## src/rtl/mem_port_arbiter.sv

```systemverilog
// Shares one memory port between instruction fetch (IF) and load/store (DM).
// At most one transaction in flight; DM has priority, bounded by a starvation counter.
module mem_port_arbiter #(
  parameter int ADDR_W       = 32,
  parameter int DATA_W       = 32,
  parameter int STARVE_LIMIT = 4
) (
  input  logic                i_clk,
  input  logic                i_rst,
  input  logic                i_if_req,
  input  logic [ADDR_W-1:0]   i_if_addr,
  output logic                o_if_gnt,
  output logic                o_if_rvalid,
  output logic [DATA_W-1:0]   o_if_rdata,
  input  logic                i_dm_req,
  input  logic                i_dm_we,
  input  logic [ADDR_W-1:0]   i_dm_addr,
  input  logic [DATA_W-1:0]   i_dm_wdata,
  input  logic [DATA_W/8-1:0] i_dm_mask,
  output logic                o_dm_gnt,
  output logic                o_dm_rvalid,
  output logic [DATA_W-1:0]   o_dm_rdata,
  output logic                o_mem_req,
  output logic                o_mem_we,
  output logic [ADDR_W-1:0]   o_mem_addr,
  output logic [DATA_W-1:0]   o_mem_wdata,
  output logic [DATA_W/8-1:0] o_mem_mask,
  input  logic                i_mem_gnt,
  input  logic                i_mem_rvalid,
  input  logic [DATA_W-1:0]   i_mem_rdata,
  input  logic                i_halt,
  output logic                o_busy,
  output logic                o_halted,
  output logic                o_err
);

  localparam logic [3:0] LIMIT = 4'(STARVE_LIMIT);

  typedef enum logic [1:0] {IDLE, REQ, RSP} state_t;

  state_t     state, state_next;
  logic       owner_dm;
  logic [3:0] starve_cnt;
  logic       halt_pend;
  logic       halted_q;
  logic       err_q;
  logic       if_forced;
  logic       pick_dm;
  logic       pick_if;
  logic       stray;
  logic       gnt_ok;
  logic       rsp_ok;
  logic       halt_cond;

  always_ff @(posedge i_clk) begin
    if (i_rst) state <= IDLE;
    else       state <= state_next;
  end

  // Memory handshake: o_mem_req is held with its fields until i_mem_gnt;
  // exactly one i_mem_rvalid follows each grant (possibly in the grant cycle).
  always_comb begin
    state_next = state;
    pick_dm    = 1'b0;
    pick_if    = 1'b0;
    stray      = 1'b0;
    if_forced  = i_if_req && !halt_pend && (starve_cnt == LIMIT);
    case (state)
      IDLE: begin
        if (i_dm_req && !if_forced) begin
          pick_dm    = 1'b1;
          state_next = REQ;
        end else if (i_if_req && !halt_pend) begin
          pick_if    = 1'b1;
          state_next = REQ;
        end
        stray = i_mem_rvalid || i_mem_gnt;
      end
      REQ: begin
        if (i_mem_gnt) state_next = i_mem_rvalid ? IDLE : RSP;
        else           stray      = i_mem_rvalid;
      end
      RSP: begin
        if (i_mem_rvalid) state_next = IDLE;
        stray = i_mem_gnt;
      end
      default: state_next = IDLE;
    endcase
  end

  assign gnt_ok    = (state == REQ) && i_mem_gnt;
  assign rsp_ok    = ((state == RSP) || gnt_ok) && i_mem_rvalid;
  assign halt_cond = halt_pend && (state == IDLE) && !i_dm_req;

  always_ff @(posedge i_clk) begin
    if (i_rst) begin
      owner_dm    <= 1'b0;
      starve_cnt  <= '0;
      halt_pend   <= 1'b0;
      halted_q    <= 1'b0;
      err_q       <= 1'b0;
      o_mem_req   <= 1'b0;
      o_mem_we    <= 1'b0;
      o_mem_addr  <= '0;
      o_mem_wdata <= '0;
      o_mem_mask  <= '0;
    end else begin
      if (i_halt)    halt_pend <= 1'b1;
      if (halt_cond) halted_q  <= 1'b1;
      if (stray)     err_q     <= 1'b1;
      if (pick_dm) begin
        owner_dm    <= 1'b1;
        o_mem_req   <= 1'b1;
        o_mem_we    <= i_dm_we;
        o_mem_addr  <= i_dm_addr;
        o_mem_wdata <= i_dm_wdata;
        o_mem_mask  <= i_dm_we ? i_dm_mask : '1;
        if (!i_if_req)                starve_cnt <= '0;
        else if (starve_cnt != LIMIT) starve_cnt <= starve_cnt + 4'd1;
      end else if (pick_if) begin
        owner_dm    <= 1'b0;
        o_mem_req   <= 1'b1;
        o_mem_we    <= 1'b0;
        o_mem_addr  <= i_if_addr;
        o_mem_wdata <= '0;
        o_mem_mask  <= '1;
        starve_cnt  <= '0;
      end else if (gnt_ok) begin
        o_mem_req <= 1'b0;
      end
    end
  end

  assign o_if_gnt    = gnt_ok && !owner_dm;
  assign o_dm_gnt    = gnt_ok && owner_dm;
  assign o_if_rvalid = rsp_ok && !owner_dm;
  assign o_dm_rvalid = rsp_ok && owner_dm;
  assign o_if_rdata  = o_if_rvalid ? i_mem_rdata : '0;
  assign o_dm_rdata  = o_dm_rvalid ? i_mem_rdata : '0;
  assign o_busy      = (state != IDLE);
  assign o_halted    = halted_q || halt_cond;
  assign o_err       = err_q;

endmodule
```

## config.mk

```make
export PLATFORM = sky130hd
export DESIGN_NAME = mem_port_arbiter
export DESIGN_NICKNAME = d
export VERILOG_FILES = /design/src/rtl/mem_port_arbiter.sv
export SDC_FILE = /design/constraint.sdc
export NUM_CORES = 1
export LEC_CHECK = 0
export ABC_CLOCK_PERIOD_IN_PS = 1700
export CAP_MARGIN = 20
export CORE_AREA = 2 2 110 112
export CTS_CLUSTER_SIZE = 12
export DETAILED_ROUTE_END_ITERATION = 8
export DIE_AREA = 0 0 112 114
export PLACE_DENSITY = 0.76
export SETUP_SLACK_MARGIN = 0.5
export SLEW_MARGIN = 20
export SYNTH_ARGS = -nofsm -noshare
export SYNTH_HDL_FRONTEND = slang
export SYNTH_SLANG_ARGS = --single-unit
```

## constraint.sdc

```tcl
create_clock -name i_clk -period 1.7 [get_ports i_clk]
set_input_delay 0.34 -clock i_clk [delete_from_list [all_inputs] [get_ports i_clk]]
set_output_delay 0.34 -clock i_clk [all_outputs]
set_load 0.01 [all_outputs]
```

---- Yosys cells after proc, flatten, opt, wreduce, memory -nomap -nowiden ----
Index checks and enable logic that the tools add are counted.
storage, ports and cells
  register bits after elaboration ......... 80
  input port bits ......................... 140
  output and inout bits ................... 141
  logic and storage cells ................. 76
operators by class
  add/subtract/negate cells ............... 1
  equality and inequality tests ........... 8
  multiplexer cells ....................... 32
  reduce and logical (&&, ||, !) cells .... 24
operators with widths
  kind                 number
  $mux 32              6
  $mux 4               7
  $mux 1               12
  $logic_and 1x1->1    11
  $mux 2               5
  $pmux 2 s3           1
  $add 4x1->4 const B  1
  $eq 4x3->1 const B   1
  $logic_not 1->1      4
  $ne 2x2->1 const B   2
  $ne 4x3->1 const B   1
  $reduce_bool 2->1    2
  $logic_or 1x1->1     3
  $ne 3x2->1 const B   1
  $ne 3x3->1 const B   1
  $pmux 1 s3           1
  $reduce_and 3->1     1
  $reduce_bool 3->1    1
  $eq 2x1->1 const B   1
  $eq 2x2->1 const B   1
  $logic_not 2->1      1
  $reduce_and 2->1     1

---- Longest topological paths before layout ----
Gate-level depths: netlist of the first run.
  depth after elaboration ................. 9
  mapped depth ............................ 8
  mapped depth without buffers ............ 6

---- Worst setup path before layout of the first run ----
No wires, ideal clock.
  kind .................................... flip-flop to output port
  start point ............................. reg state[0]
  end point ............................... out o_dm_rdata[22]
  arrival time ............................ 1.235 ns
  data required time ...................... 1.360 ns
  path slack .............................. 0.125 ns
  cell stages (with the launch flop) ...... 6
  buffers on the path ..................... 1
  cell sequence ........................... dfxtp_1 nand3b_1 o21ai_1 and3_1 buf_2 and2_1
on the way
  word-level cells in the longest chain between the ends .. 6
  elaborated cells between the ends (all ways) .. 7
  classes of those cells .................. eq/ne (2); mux (1); reduce/logical (4)
ends and longest elaborated chain
  what                      RTL line  source
  start: declaration        41        state_t state, state_next;
  start signal: assignment  57        else state <= state_next;
  $eq 2x1->1                91        assign gnt_ok = (state == REQ) && i_mem_gnt;
  $logic_and 1x1->1         91
  $logic_or 1x1->1 *        92        assign rsp_ok = ((state == RSP) || gnt_ok) && i_mem_rvalid;
  $logic_and 1x1->1 *       92
  $logic_and 1x1->1 *       137       assign o_dm_rvalid = rsp_ok && owner_dm;
  via o_dm_rvalid           21        output logic o_dm_rvalid,
  $mux 32 *                 139       assign o_dm_rdata = o_dm_rvalid ? i_mem_rdata : '0;
  end: declaration          22        output logic [DATA_W-1:0] o_dm_rdata,
The timed path passes the listed nets; every way through them passes the cells marked *.

---- Worst setup path after layout of the first run ----
  start point ............................. reg state[1]
  end point ............................... out o_if_rdata[16]
on the way
  word-level cells in the longest chain between the ends .. 6
  elaborated cells between the ends (all ways) .. 7
  classes of those cells .................. eq/ne (2); mux (1); reduce/logical (4)
ends and longest elaborated chain
  what                 RTL line  source
  $eq 2x1->1           91
  $logic_and 1x1->1    91
  $logic_or 1x1->1 *   92
  $logic_and 1x1->1 *  92
  $logic_and 1x1->1 *  136       assign o_if_rvalid = rsp_ok && !owner_dm;
  $mux 32 *            138       assign o_if_rdata = o_if_rvalid ? i_mem_rdata : '0;
  end: declaration     14        output logic [DATA_W-1:0] o_if_rdata,
Every way passes the cells marked *; elsewhere a longest branch is shown, timed or not.

==> results.json, run 1 <==
{
  "final_cells": 947,
  "netlist_area_um2": 3610,
  "ys_seq_area_share_pct": 44.4,
  "hold_depth": 1,
  "clock_sinks": 80,
  "tightest_slew_ns": 0.333,
  "synthMuxAreaShare_pct": 0,
  "routed_via_density": 5.19,
  "drtIter0Drc": 197,
  "setup_viol": 73,
  "violations": "negative setup slack",
  "postRouteAntennaNets": 0,
  "place_hpwl_um": 11000,
  "cp-start-kind": "flip-flop",
  "synth_compound_area_share_pct": 26.4,
  "synth_area_leaders": "dfxtp_1 (44%), and2_1 (11%), a21oi_1 (7.1%), a22oi_1 (6.7%), a21oi_2 (4.9%)",
  "met2_length_um": 10300,
  "final_common_cell": "clkdlybuf4s50_1",
  "seqPwrFrac_pct": 30.8,
  "tns_ns": -25.88,
  "cp.required_ns": 1.36,
  "worstRegToRegCells": 9,
  "power_frac_clock_pct": 36.9,
  "die_w_um": 112,
  "ys_seq_elements": 80,
  "grt_pass1_vias": 5166,
  "clkLatencyLatePin_ns": 0.35,
  "yosysTopAreaCell": "dfxtp_1",
  "hold_class": "flip-flop to flip-flop",
  "cts_tree": "yes",
  "nFillCells": 754,
  "antenna_found_initial": 0,
  "synth_top_family_by_area": "compound AO/OA/AOI/OAI gates",
  "fin_crit_sh_pct": 128,
  "slowest_stage": "dfxtp_2",
  "wl_per_cell_um": 20.4,
  "drt-total-wl_um": 19300,
  "slowest_delay_ns": 0.33,
  "diodes": 0,
  "power.switching_mw": 1.91,
  "drc_errors": 0,
  "vias": 4917,
  "p_int_mw": 5.10,
  "setup_ws_ns": -0.469,
  "cts_buffers": 9,
  "synth-adder-area-share_pct": 0.693,
  "p_per_area_nw_per_um2": 783,
  "leakage_nw": 3.95,
  "final_cell_mix": "clkdlybuf4s50_1 (135), buf_6 (101), and2_4 (58)",
  "crit_top_cell": "buf_6",
  "synth_xor_area_share_pct": 0,
  "ir_worst_vdd_mv": 0.477,
  "grt_max_degree": 39,
  "fin_crit_ns": 2.17,
  "port_buffers": 280,
  "hold_violations": 0,
  "hold_buffers": 0,
  "nets": 937,
  "synthSimpleGateAreaFrac_pct": 22.6,
  "grt_usage_pct": 27.9,
  "wl_met1_um": 6960,
  "ioPinCount": 281,
  "die-area_um2": 12800,
  "clk_pin_slew_ns": 0.06,
  "htreeDepth": 3,
  "synthesis.nets": 576,
  "dr_wl_met3_um": 1210,
  "syn_avg_cell_area_um2": 8.31,
  "p_comb_share_pct": 32.3,
  "floorplan.initialDensity_pct": 30.8,
  "fin_util_pct": 76.4,
  "crit_arrival_ns": 1.83,
  "grt_pass1_wl_um": 28000,
  "top_layer": "met4",
  "whs_ns": 0.467,
  "swShare_pct": 27.3,
  "cts_root_buffer": "clkbuf_16",
  "criticalPathCategory": "flip-flop to primary output",
  "area_delta_synth_final_pct": 148,
  "synthCells": 434,
  "yosysWarningCount": 0,
  "fin_worst_skew_ns": 0.0101,
  "core_region_area_um2": 11700,
  "drt_first_pass_iters": 4,
  "cp-end-kind": "primary output",
  "maxSlewHeadroom_pct": 77.8,
  "maxCapViolCount": 0,
  "outcome": "complete, but fails checks",
  "finalMaxSlewViolations": 0,
  "placed_cells": 866,
  "yosys.area.top_type_share_pct": 44.4,
  "core.rowCount": 40,
  "drive_gt1_share_pct": 61.4,
  "pre_cts_ws_ns": -0.867,
  "gp_congestion": 0.929,
  "max_freq_mhz": 461,
  "ys_types": 34,
  "critPathMaxFanout": 9,
  "grt.overflow.total": 0,
  "path_cells": "nand3b_1, o21ai_4, and3_4, buf_6, buf_6, buf_16, and2_4, buf_6",
  "die_y_um": 114,
  "max-clock-path-buffers": 2,
  "rsz0062_at_grt": "yes"
}
[through the flow]
step	area (um^2)	power [mW]
after global routing	8950	7.27
after detailed placement	7240	3.94
after floorplan	4070	2.92
final	8950	7.01
after CTS	8600	6.89
after global placement	7240	3.90
[worst paths after layout]
path	startpoint	endpoint	slack, ns
setup / recovery	state[1]$_SDFFE_PP0P_	o_if_rdata[16]	-0.47
hold reg to reg	o_err$_SDFFE_PP0P_	o_err$_SDFFE_PP0P_	0.47
hold / removal	o_err$_SDFFE_PP0P_	o_err$_SDFFE_PP0P_	0.47
setup reg to reg	starve_cnt[0]$_SDFFE_PP0P_	o_mem_wdata[18]$_SDFFE_PP0P_	-0.04
[area by class of cell]
type,count,area (um^2),share of cell area [%]
repair buffers,380,3940,44.0
multi-input cells,315,2740,30.6
flip-flops and latches,80,1650,18.4
clock buffers,11,253,2.82
well taps,147,184,2.05
clock inverters,5,150,1.68
inverters,9,36.3,0.405
[metal layers]
metal	global-route usage (%)	up-vias
met5	0	-
met4	13.3	0
met3	6.00	55
met2	52.4	237
met1	29.7	2394
li1	-	2231
[cells in the mapped netlist, drive strengths merged]
master and number:
o21a 3, a21o 1, a32o 1, and2 65, nand4 1, nand4b 1
o221a 4, buf 25, a22oi 32, and3 3, or3 1, nor2b 2
nand3 5, nand2 36, clkbuf 10, dfxtp 80, o31ai 1, a221o 1
ha 2, nor3b 2, nor2 39, or2 1, o21ai 35, nor4b 1
inv 9, a21oi 71, nand3b 2
[registers in the layout (all words and copies together) (netlist names)]
name	flops
o_mem_we	1
state	2
o_mem_mask	4
owner_dm	1
o_mem_req	1
o_err	1
o_mem_wdata	32
starve_cnt	4
halt_pend	1
halted_q	1
o_mem_addr	32
[cells by family after synthesis]
family	count (synthesis)
AND/OR/NAND/NOR	159
adder cells (fa/ha/maj)	2
AO/OA/AOI/OAI	149
flip-flops	80
buffers and inverters	44
[power groups by stage]
stage,clock [mW],combinational (mW),sequential (mW)
final,2.59,2.26,2.16
after global routing,2.71,2.38,2.18
after CTS,2.63,2.11,2.15
after detailed placement,0,1.75,2.18
after global placement,0,1.72,2.17
after floorplan,0,0.664,2.25
[timing repair]
item / 4_1_cts / 5_1_grt
buffers inserted: 38 / 8
setup endpoints to repair: 218 / 181
resized for setup: 684 / 120
cloned: 17 / 2
pin swaps: 68 / 45
[worst max-delay path: cells and delay by family, from the launching register on]
family / cells / cell delay (ns)
compound gates: 1 / 0.12
buf+inv: 4 / 0.45
flops: 1 / 0.33
simple gates: 3 / 0.59
Note: power is estimated with default switching activity, not from simulation.
==> run 2, diff against run 1 <==
--- a/config.mk
+++ b/config.mk
@@ -5,7 +5,7 @@
 export SDC_FILE = /design/constraint.sdc
 export NUM_CORES = 1
 export LEC_CHECK = 0
-export ABC_CLOCK_PERIOD_IN_PS = 1700
+export ABC_CLOCK_PERIOD_IN_PS = 2300
 export CAP_MARGIN = 20
 export CORE_AREA = 2 2 110 112
 export CTS_CLUSTER_SIZE = 12
==> constraint.sdc (replaced) <==
create_clock -name i_clk -period 2.3 [get_ports i_clk]
set_input_delay 0.46 -clock i_clk [delete_from_list [all_inputs] [get_ports i_clk]]
set_output_delay 0.46 -clock i_clk [all_outputs]
set_load 0.01 [all_outputs]
==> results.json, run 2 (synthesized netlist as in run 1, its figures left out) <==
{
  "outcome": "finished, final reports clean",
  "grt.overflow.total": 0,
  "hold_depth": 2,
  "fin_crit_ns": 2.23,
  "die-area_um2": 12800,
  "nets": 874,
  "place_hpwl_um": 11300,
  "cp.required_ns": 1.84,
  "core.rowCount": 40,
  "die_y_um": 114,
  "antenna_found_initial": 3,
  "vias": 4413,
  "grt_usage_pct": 24.0,
  "fin_crit_sh_pct": 97.1,
  "cts_buffers": 9,
  "nFillCells": 965,
  "ir_worst_vdd_mv": 0.375,
  "reg2reg_from": "starve_cnt[1]$_SDFFE_PP0P_",
  "worstRegToRegCells": 8,
  "floorplan.initialDensity_pct": 30.8,
  "postRouteAntennaNets": 0,
  "routed_via_density": 5.00,
  "critPathMaxFanout": 8,
  "max-clock-path-buffers": 2,
  "finalMaxSlewViolations": 0,
  "r2r_end": "o_mem_wdata[17]$_SDFFE_PP0P_",
  "drtIter0Drc": 223,
  "cp-start-kind": "primary input",
  "drc_errors": 0,
  "drt_first_pass_iters": 5,
  "grt_max_degree": 45,
  "hold_path_end": "o_mem_req$_SDFFE_PP0P_",
  "hold_buffers": 0,
  "fin_worst_skew_ns": 0.00809,
  "leakage_nw": 3.07,
  "rsz0062_at_grt": "yes",
  "grt_pass1_vias": 4496,
  "final_common_cell": "clkdlybuf4s50_1",
  "core_region_area_um2": 11700,
  "clk_pin_slew_ns": 0.05,
  "htreeDepth": 3,
  "crit_arrival_ns": 1.77,
  "maxCapViolCount": 0,
  "ff2ff_setup_slack_ns": 0.58,
  "area_delta_synth_final_pct": 107,
  "wl_per_cell_um": 18.1,
  "cts_root_buffer": "clkbuf_16",
  "hold_violations": 0,
  "grt_pass1_wl_um": 24000,
  "criticalPathCategory": "primary input to primary output",
  "setup_viol": 0,
  "hold_start": "o_mem_req$_SDFFE_PP0P_",
  "clkLatencyLatePin_ns": 0.33,
  "setup_ws_ns": 0.0676,
  "clock_sinks": 80,
  "maxSlewHeadroom_pct": 69.1,
  "final_cell_mix": "clkdlybuf4s50_1 (206), dfxtp_1 (76), a21oi_1 (51)",
  "cp-end-kind": "primary output",
  "gp_congestion": 0.884,
  "drive_gt1_share_pct": 27.9,
  "cts_tree": "yes",
  "reg_top3": "o_mem_addr (32), o_mem_wdata (32)",
  "ioPinCount": 281,
  "die_w_um": 112,
  "pre_cts_ws_ns": -0.456,
  "tightest_slew_ns": 0.463,
  "max_freq_mhz": 448,
  "drt-total-wl_um": 16000,
  "p_per_area_nw_per_um2": 574,
  "hold_class": "flip-flop to flip-flop",
  "port_buffers": 280,
  "whs_ns": 0.457,
  "finalPower_mw": 4.29
}
-- run 2: cell count changes in the layout (fill, tap and decap cells not counted), moves of 25 or more --
cell             previous run  this run
buf_6                     101        45
nand2_1                     6        35
dfxtp_2                    29         4
a22oi_1                     0        28
buf_2                      53        14
a22oi_2                    32         4
nand2_4                    28         0
dfxtp_1                    49        76
a21oi_1                     5        51
clkdlybuf4s50_1           135       206
a21oi_2                    57        20
-- run 2: worst max-delay path, stage by stage --
cell and delay [ns]:
dlygate4sd2_1 0.25, nand3b_1 0.12, o21ai_2 0.09, and3_4 0.20, buf_12 0.13, buf_12 0.12
buf_16 0.13, and2_4 0.15, buf_6 0.11
-- run 2: what timing repair did --
action | CTS | global route
pin swaps | 11 | 10
endpoints found under the setup margin | 134 | 141
gates cloned | 6 | 1
gates resized for setup | 298 | 85
setup buffers | 9 | 7
-- run 2: cell type report --
cell class / instances / area, um^2 / share of cell area [%]
flip-flops and latches: 80 / 1610 / 21.5
diodes: 1 / 2.50 / 0.0335
clock buffers: 9 / 225 / 3.01
multi-input cells: 311 / 1990 / 26.6
clock inverters: 5 / 82.6 / 1.10
well taps: 147 / 184 / 2.46
repair buffers: 321 / 3350 / 44.9
inverters: 9 / 33.8 / 0.452
-- run 2: per-layer routing --
layer  global-route usage [%]  share of wire [%]  routed length, um  up-vias
li1                         -                  -                  -     2084
met1                     27.8                 38               6130     2081
met2                     42.6                 51               8170      224
met3                     7.33                8.8               1410       22
met4                     7.72                1.6                254        2
met5                        0              0.081                 13        -
-- run 2: worst max-delay path by stage --
stage | slack, ns | from | end
6_report | 0.07 | i_mem_gnt | o_dm_rdata[20]
5_1_grt | 0.007 | state[1]$_SDFFE_PP0P_ | o_dm_rdata[11]
4_1_cts | 0.08 | state[1]$_SDFFE_PP0P_ | o_dm_rdata[25]
3_5_place_dp | -0.46 | i_mem_gnt | o_if_rdata[8]
3_3_place_gp | -0.45 | i_mem_gnt | o_if_rdata[8]
2_1_floorplan | 0.56 | i_mem_gnt | o_dm_rdata[22]
-- run 2: where the power goes --
group | switching (mW) | leakage [nW] | internal, mW
Combinational | 0.535 | 2.26 | 0.690
Sequential | 0.0724 | 0.662 | 1.51
Clock | 0.538 | 0.152 | 0.941
Total | 1.14 | 3.07 | 3.14
-- run 2: metrics by stage --
step           TNS, ns  instances  area, um^2  util (%)
4_1_cts              0        874        7210      61.6
2_1_floorplan        0        434        3610         -
3_5_place_dp    -25.36        845        6630      56.6
3_3_place_gp    -24.47        845        6630      56.6
5_1_grt              0        883        7480      63.8
6_report             0        883        7480      63.8
